===== config.mk =====
export PLATFORM = sky130hd
export DESIGN_NAME = msg_pad_fetch
export DESIGN_NICKNAME = d
export VERILOG_FILES = /design/src/rtl/msg_pad_fetch.sv
export SDC_FILE = /design/constraint.sdc
export NUM_CORES = 1
export LEC_CHECK = 0
export ABC_AREA = 1
export CAP_MARGIN = 15
export CORE_MARGIN = 4
export CORE_UTILIZATION = 51
export DETAILED_ROUTE_END_ITERATION = 10
export PLACE_DENSITY = 0.83
export SLEW_MARGIN = 25
export SYNTH_ARGS = -nofsm -noshare
export SYNTH_HDL_FRONTEND = slang
export SYNTH_SLANG_ARGS = --single-unit

===== constraint.sdc =====
create_clock -name clock -period 3 [get_ports clock]
set_clock_uncertainty 0.05 [all_clocks]
set_input_delay 0.45 -clock clock [delete_from_list [all_inputs] [get_ports clock]]
set_output_delay 0.45 -clock clock [all_outputs]
set_load 0.005 [all_outputs]

===== src/rtl/msg_pad_fetch.sv =====
// msg_pad_fetch: reads a byte-length message from the message SRAM as 32-bit
// words. It appends SHA-256 padding (0x80 byte, zero fill, 64-bit bit length)
// and streams the padded message downstream over valid/ready, 16 words per
// 512-bit block.
// Optional build macro: MSG_PAD_FETCH_LE_SWAP_EN byte-reverses every SRAM word
// so that little-endian message images are hashed in the right byte order.
module msg_pad_fetch #(
  parameter int ADDR_WIDTH = 8,
  parameter int DATA_WIDTH = 32,
  parameter int SIZE_WIDTH = 16
) (
  input  logic                  clock,
  input  logic                  reset,
  input  logic                  start,
  input  logic [ADDR_WIDTH-1:0] message_base,
  input  logic [SIZE_WIDTH-1:0] message_size,
  output logic [ADDR_WIDTH-1:0] sram_address,
  output logic                  sram_enable,
  output logic                  sram_write,
  input  logic [DATA_WIDTH-1:0] sram_read_data,
  output logic                  word_valid,
  input  logic                  word_ready,
  output logic [31:0]           word_data,
  output logic                  word_block_end,
  output logic                  word_msg_end,
  output logic                  busy,
  output logic                  done
);

  // Word indices need one bit more than the byte size to cover padding.
  localparam int IDX_W = SIZE_WIDTH + 1;

  typedef enum logic [1:0] {IDLE, STREAM, DONE} state_t;

  typedef struct packed {
    logic        msg_end;
    logic        block_end;
    logic [31:0] data;
  } entry_t;

  state_t state, state_next;

  logic [ADDR_WIDTH-1:0]   base_q;
  logic [SIZE_WIDTH-1:0]   size_q;
  logic [IDX_W-1:0]        full_words_q;
  logic [1:0]              rem_q;
  logic [IDX_W-1:0]        total_words_q;
  logic [IDX_W-1:0]        issue_idx;
  logic [IDX_W-1:0]        size_plus_len;
  logic [IDX_W-1:0]        total_words_calc;
  logic [SIZE_WIDTH+2:0]   bit_len_short;
  logic [63:0]             bit_len;

  logic                    issue;
  logic                    issue_read;
  logic                    issue_partial;
  logic [31:0]             issue_gen;
  logic [2:0]              fifo_after;

  logic                    fl_valid;
  logic [IDX_W-1:0]        fl_idx;
  logic                    fl_read;
  logic                    fl_partial;
  logic [31:0]             fl_gen;

  logic [31:0]             sram_word;
  logic [31:0]             land_word;
  logic                    land_block_end;
  logic                    land_msg_end;

  entry_t                  fifo_mem [2];
  logic                    fifo_rd_ptr;
  logic                    fifo_wr_ptr;
  logic [1:0]              fifo_count;
  entry_t                  head;
  logic                    pop;

  // Block count is floor((L+8)/64)+1, so the padded word count is 16 times that.
  assign size_plus_len    = IDX_W'(message_size) + IDX_W'(8);
  assign total_words_calc = ((size_plus_len >> 6) + IDX_W'(1)) << 4;

  // The length field is 8*L formed at SIZE_WIDTH+3 bits, then zero-extended.
  assign bit_len_short = {size_q, 3'b000};
  assign bit_len       = 64'(bit_len_short);

`ifdef MSG_PAD_FETCH_LE_SWAP_EN
  assign sram_word = {sram_read_data[7:0], sram_read_data[15:8],
                      sram_read_data[23:16], sram_read_data[31:24]};
`else
  assign sram_word = sram_read_data[31:0];
`endif

  assign head           = fifo_mem[fifo_rd_ptr];
  assign word_valid     = (fifo_count != 2'd0);
  assign word_data      = word_valid ? head.data : 32'h0;
  assign word_block_end = word_valid & head.block_end;
  assign word_msg_end   = word_valid & head.msg_end;
  assign pop            = word_valid & word_ready;

  assign sram_enable  = issue & issue_read;
  assign sram_address = sram_enable ? base_q + ADDR_WIDTH'(issue_idx) : '0;
  assign sram_write   = 1'b0;

  // State register for the IDLE/STREAM/DONE controller.
  always_ff @(posedge clock) begin
    if (reset) state <= IDLE;
    else       state <= state_next;
  end

  // Next-state logic; busy spans STREAM and done pulses for the single DONE cycle.
  always_comb begin
    state_next = state;
    busy       = 1'b0;
    done       = 1'b0;
    case (state)
      IDLE:   if (start) state_next = STREAM;
      STREAM: begin
        busy = 1'b1;
        if (pop && head.msg_end) state_next = DONE;
      end
      DONE:   begin
        done       = 1'b1;
        state_next = IDLE;
      end
      default: state_next = IDLE;
    endcase
  end

  // Latch the message geometry on start and step the issue index per launched word.
  always_ff @(posedge clock) begin
    if (reset) begin
      base_q        <= '0;
      size_q        <= '0;
      full_words_q  <= '0;
      rem_q         <= '0;
      total_words_q <= '0;
      issue_idx     <= '0;
    end else if (state == IDLE && start) begin
      base_q        <= message_base;
      size_q        <= message_size;
      full_words_q  <= IDX_W'(message_size >> 2);
      rem_q         <= message_size[1:0];
      total_words_q <= total_words_calc;
      issue_idx     <= '0;
    end else if (issue) begin
      issue_idx <= issue_idx + IDX_W'(1);
    end
  end

  // Launch a word only if the FIFO still has room for it when it lands next cycle.
  always_comb begin
    issue_read    = 1'b0;
    issue_partial = 1'b0;
    issue_gen     = 32'h0;
    fifo_after    = {1'b0, fifo_count} - {2'b00, pop} + {2'b00, fl_valid};
    issue         = (state == STREAM) && (issue_idx != total_words_q) &&
                    (fifo_after < 3'd2);
    if (issue_idx < full_words_q) begin
      issue_read = 1'b1;
    end else if (issue_idx == full_words_q) begin
      if (rem_q != 2'd0) begin
        issue_read    = 1'b1;
        issue_partial = 1'b1;
      end else begin
        issue_gen = 32'h8000_0000;
      end
    end else if (issue_idx == total_words_q - IDX_W'(1)) begin
      issue_gen = bit_len[31:0];
    end else if (issue_idx == total_words_q - IDX_W'(2)) begin
      issue_gen = bit_len[63:32];
    end
  end

  // One-slot pipeline holding the word whose SRAM data (if any) arrives next cycle.
  always_ff @(posedge clock) begin
    if (reset) begin
      fl_valid   <= 1'b0;
      fl_idx     <= '0;
      fl_read    <= 1'b0;
      fl_partial <= 1'b0;
      fl_gen     <= 32'h0;
    end else begin
      fl_valid <= issue;
      if (issue) begin
        fl_idx     <= issue_idx;
        fl_read    <= issue_read;
        fl_partial <= issue_partial;
        fl_gen     <= issue_gen;
      end
    end
  end

  // Build the landing word: full SRAM word, partial word plus 0x80, or a generated word.
  always_comb begin
    land_word = fl_gen;
    if (fl_read) begin
      if (fl_partial) begin
        case (rem_q)
          2'd1:    land_word = {sram_word[31:24], 24'h80_0000};
          2'd2:    land_word = {sram_word[31:16], 16'h8000};
          default: land_word = {sram_word[31:8], 8'h80};
        endcase
      end else begin
        land_word = sram_word;
      end
    end
  end

  assign land_block_end = (fl_idx[3:0] == 4'hF);
  assign land_msg_end   = (fl_idx == total_words_q - IDX_W'(1));

  // Two-entry output FIFO; every landing word is pushed, and the head pops on a transfer.
  always_ff @(posedge clock) begin
    if (reset) begin
      fifo_mem[0] <= '0;
      fifo_mem[1] <= '0;
      fifo_rd_ptr <= 1'b0;
      fifo_wr_ptr <= 1'b0;
      fifo_count  <= 2'd0;
    end else begin
      if (fl_valid) begin
        fifo_mem[fifo_wr_ptr] <= {land_msg_end, land_block_end, land_word};
        fifo_wr_ptr           <= ~fifo_wr_ptr;
      end
      if (pop) fifo_rd_ptr <= ~fifo_rd_ptr;
      fifo_count <= fifo_count + {1'b0, fl_valid} - {1'b0, pop};
    end
  end

endmodule


==> impl_metrics.py <==
metrics = {
    "detailed_routing": {
        "top_layer": "met4",
        "met2_length_um": 12200,
        "wire_per_inst_um": 16.2,
        "wl_um": 25300,
        "wl_met1_um": 10400,
        "postRouteAntennaNets": 0,
        "met3_length_um": 1950,
        "first_pass_iters": 5,
        "first_iter_violations": 660,
        "viasPerCell": 5.51,
        "vias": 8625,
        "drcViolationCount": 0,
    },
    "floorplan": {
        "rows": 48,
        "fp.dieArea_um2": 20200,
        "start_util_pct": 52.5,
        "core-area_um2": 17500,
        "die_w_um": 142,
        "top_level_ports": 107,
        "die-height_um": 142,
    },
    "synthesis": {
        "synth_top_family_by_area": "simple AND/OR/NAND/NOR gates",
        "synthSimpleGateAreaFrac_pct": 27.5,
        "ys_seq_area_share_pct": 43.4,
        "ys_types": 48,
        "ys_warn_count": 0,
        "synth-seq-cells": 165,
        "netlist_area_um2": 9180,
        "muxShareOfSynthArea_pct": 0.109,
        "synth-main-ff-cell": "dfxtp_1",
        "synth-compound-area-share_pct": 11.9,
        "async_reset_ff_share_pct": 0,
        "synth_xor_area_share_pct": 3.69,
        "synth_cells": 1210,
        "synth_edf_count": 68,
        "syn_area_per_cell_um2": 7.59,
        "synth_nets": 1302,
        "synthAdderAreaFrac_pct": 4.52,
    },
    "power_and_ir_drop": {
        "ir_drop_v": 0.000449,
        "power_w": 0.00778,
        "power_density_nw_per_um2": 694,
        "p_leak_nw": 4.59,
    },
    "worst_setup_path": {
        "cp_max_fo": 7,
        "critPathCaptureType": "primary output",
        "startpoint_type": "register",
        "critPathArrivalTime_ps": 2960,
        "reg2reg_from": "fifo_count[1]$_SDFF_PP0_",
        "crit_type": "reg2out",
        "r2r_slack_ps": 70,
        "r2r-end": "issue_idx[7]$_SDFFE_PP0P_",
        "required_ps": 2500,
        "worst_r2r_path_depth": 17,
    },
    "finish": {
        "num_antenna_cells": 0,
        "fin_util_pct": 64.1,
        "nets": 1419,
        "drive_gt1_share_pct": 9.78,
        "area.growth.synth_to_final_pct": 22.1,
    },
    "status": {
        "failed_checks": "negative setup slack",
        "status": "finished with violations",
    },
    "global_route": {
        "grt_pass1_wl_um": 40100,
        "grt_util_all_layers_pct": 25.1,
        "grt_pass1_vias": 7953,
        "grt_overflow_total": 0,
        "grt_max_degree": 59,
        "antenna_found_initial": 0,
    },
    "timing": {
        "slew_violations": 0,
        "rsz0062_at_grt": "yes",
        "setup_viol": 9,
        "finalCriticalPeriod_ps": 3460,
        "tightest_slew_ps": 683,
        "hold_viol": 0,
        "layout_setup_ws_ps": -455,
        "fin_crit_sh_pct": 115,
        "maxSlewHeadroom_pct": 54.1,
        "fmax_ghz": 0.289,
    },
    "placement": {
        "hpwlAfterDp_um": 18600,
        "port_buffers": 105,
        "pre_cts_ws_ps": -988,
        "place_congestion": 0.963,
    },
    "clocking": {
        "h-tree-depth": 4,
        "clock_sinks": 165,
        "cts_hold_buf": 0,
        "cts_tree": "yes",
        "cts_buffer_depth": 2,
        "insertion_delay_ps": 440,
        "clockRootBuffer": "clkbuf_16",
        "clkTransAtPathRegs_ps": 70,
        "cts_buffers": 17,
    },
    "min_path": {
        "hold_path_class": "reg2reg",
        "min-delay-start": "fl_idx[2]$_SDFFE_PP0P_",
        "hold_depth": 2,
        "min_to": "fl_idx[2]$_SDFFE_PP0P_",
    },
    "flow_run": {
        "cap_violations": 0,
    },
}
flip-flops by register name, indices dropped and copies added, names as in the netlist, named ones only:
| name | flops |
|---|---|
| base_q | 8 |
| fifo_count | 2 |
| fifo_mem | 68 |
| fifo_rd_ptr | 1 |
| fifo_wr_ptr | 1 |
| fl_gen | 17 |
| fl_idx | 17 |
| fl_partial | 1 |
| fl_read | 1 |
| fl_valid | 1 |
| issue_idx | 17 |
| size_q | 16 |
| state | 2 |
| total_words_q | 12 |
cell usage in the layout (no fill, tap or decap), types with 4 or more instances in the layout:
master,count
ha_1,28
nand4_1,33
buf_2,7
clkdlybuf4s50_1,95
o21ai_0,50
dfxtp_1,95
nor2_4,4
nand2_2,5
a22o_1,17
inv_2,9
clkbuf_16,17
xor2_1,22
nor2_2,12
nor2_1,129
buf_6,4
edfxtp_1,68
a22oi_1,4
nand3b_1,5
o22ai_1,15
a21oi_1,96
nand3_1,36
xnor2_1,13
nand2_1,293
inv_1,135
buf_4,41
inv_8,6
nor3_1,52
where the power goes:
| part | leakage [nW] | total (W) | switching [W] | internal (W) |
|---|---|---|---|---|
| registers | 1.49 | 0.00278 | 0.000173 | 0.00261 |
| logic | 2.82 | 0.00288 | 0.00173 | 0.00115 |
| clock network | 0.280 | 0.00212 | 0.00101 | 0.00111 |
through the flow:
stage          cell area, um2  hold WS (ps)  TNS, ps  std cells
2_1_floorplan            9190           376        0       1210
3_3_place_gp            10500           385   -13660       1528
3_5_place_dp            10500           390   -18290       1528
4_1_cts                 11100           402    -4910       1563
5_1_grt                 11200           431    -5340       1565
6_report                11200           403    -3800       1565
worst max path at each step:
stage	from	end	slack, ps	cells past startpoint
finish	fifo_count[1]$_SDFF_PP0_	sram_address[2]	-460	19
detailed placement	word_ready	sram_address[2]	-990	17
global route	fifo_count[1]$_SDFF_PP0_	sram_address[2]	-610	19
global placement	word_ready	sram_address[6]	-850	17
CTS	fifo_count[0]$_SDFF_PP0_	sram_address[2]	-570	19
floorplan	fifo_count[1]$_SDFF_PP0_	sram_address[0]	20	17
cell families after synthesis:
logic type	Yosys count
simple gates	582
buf+inv	197
compound gates	195
flops	165
xor+xnor	37
fa+ha+maj	32
other cells	1
mux	1
per-layer routing:
| metal | global-route usage, % | vias to the layer above |
|---|---|---|
| met3 | 4.23 | 54 |
| li1 | - | 4230 |
| met2 | 43.3 | 351 |
| met5 | 0 | - |
| met1 | 31.4 | 3990 |
| met4 | 9.70 | 0 |
cells in the mapped netlist (17+ instances only):
library cell  count  area (um2)
a21oi_1          96         480
a22o_1           17         149
clkbuf_1         30         113
dfxtp_1          97        1940
edfxtp_1         68        2040
ha_1             30         375
inv_1           140         526
nand2_1         295        1110
nand3_1          36         180
nand4_1          33         206
nor2_1          136         510
nor3_1           52         260
o21ai_0          50         250
xor2_1           22         193
worst max-delay path: stages, from the launching register on:
cell and delay [ps]:
dfxtp_2 330, nor2_4 110, inv_2 60, nand2_2 70, inv_2 50, ha_4 200
inv_2 60, ha_4 120, inv_2 30, fa_1 510, nand2_1 70, nor2_2 160
nand2_2 80, inv_2 60, nand4_1 90, nand2_2 130, buf_6 130, inv_8 40
nor2_4 100, buf_6 100
layout make-up:
| class | instances | area, um2 |
|---|---|---|
| timing repair buffer | 148 | 1350 |
| sequential | 165 | 3990 |
| clock buffer | 17 | 425 |
| tap | 225 | 282 |
| multi-input combinational | 848 | 4450 |
| inverter | 147 | 559 |
| clock inverter | 15 | 156 |
| fill | 1487 | 6270 |
repair_timing:
action / CTS / global route
resized for setup: 47 / 17
setup buffers: 3 / 3
pin swaps: 8 / 7
endpoints found under the setup margin: 13 / 56
Power figures use the tool's default switching activity.
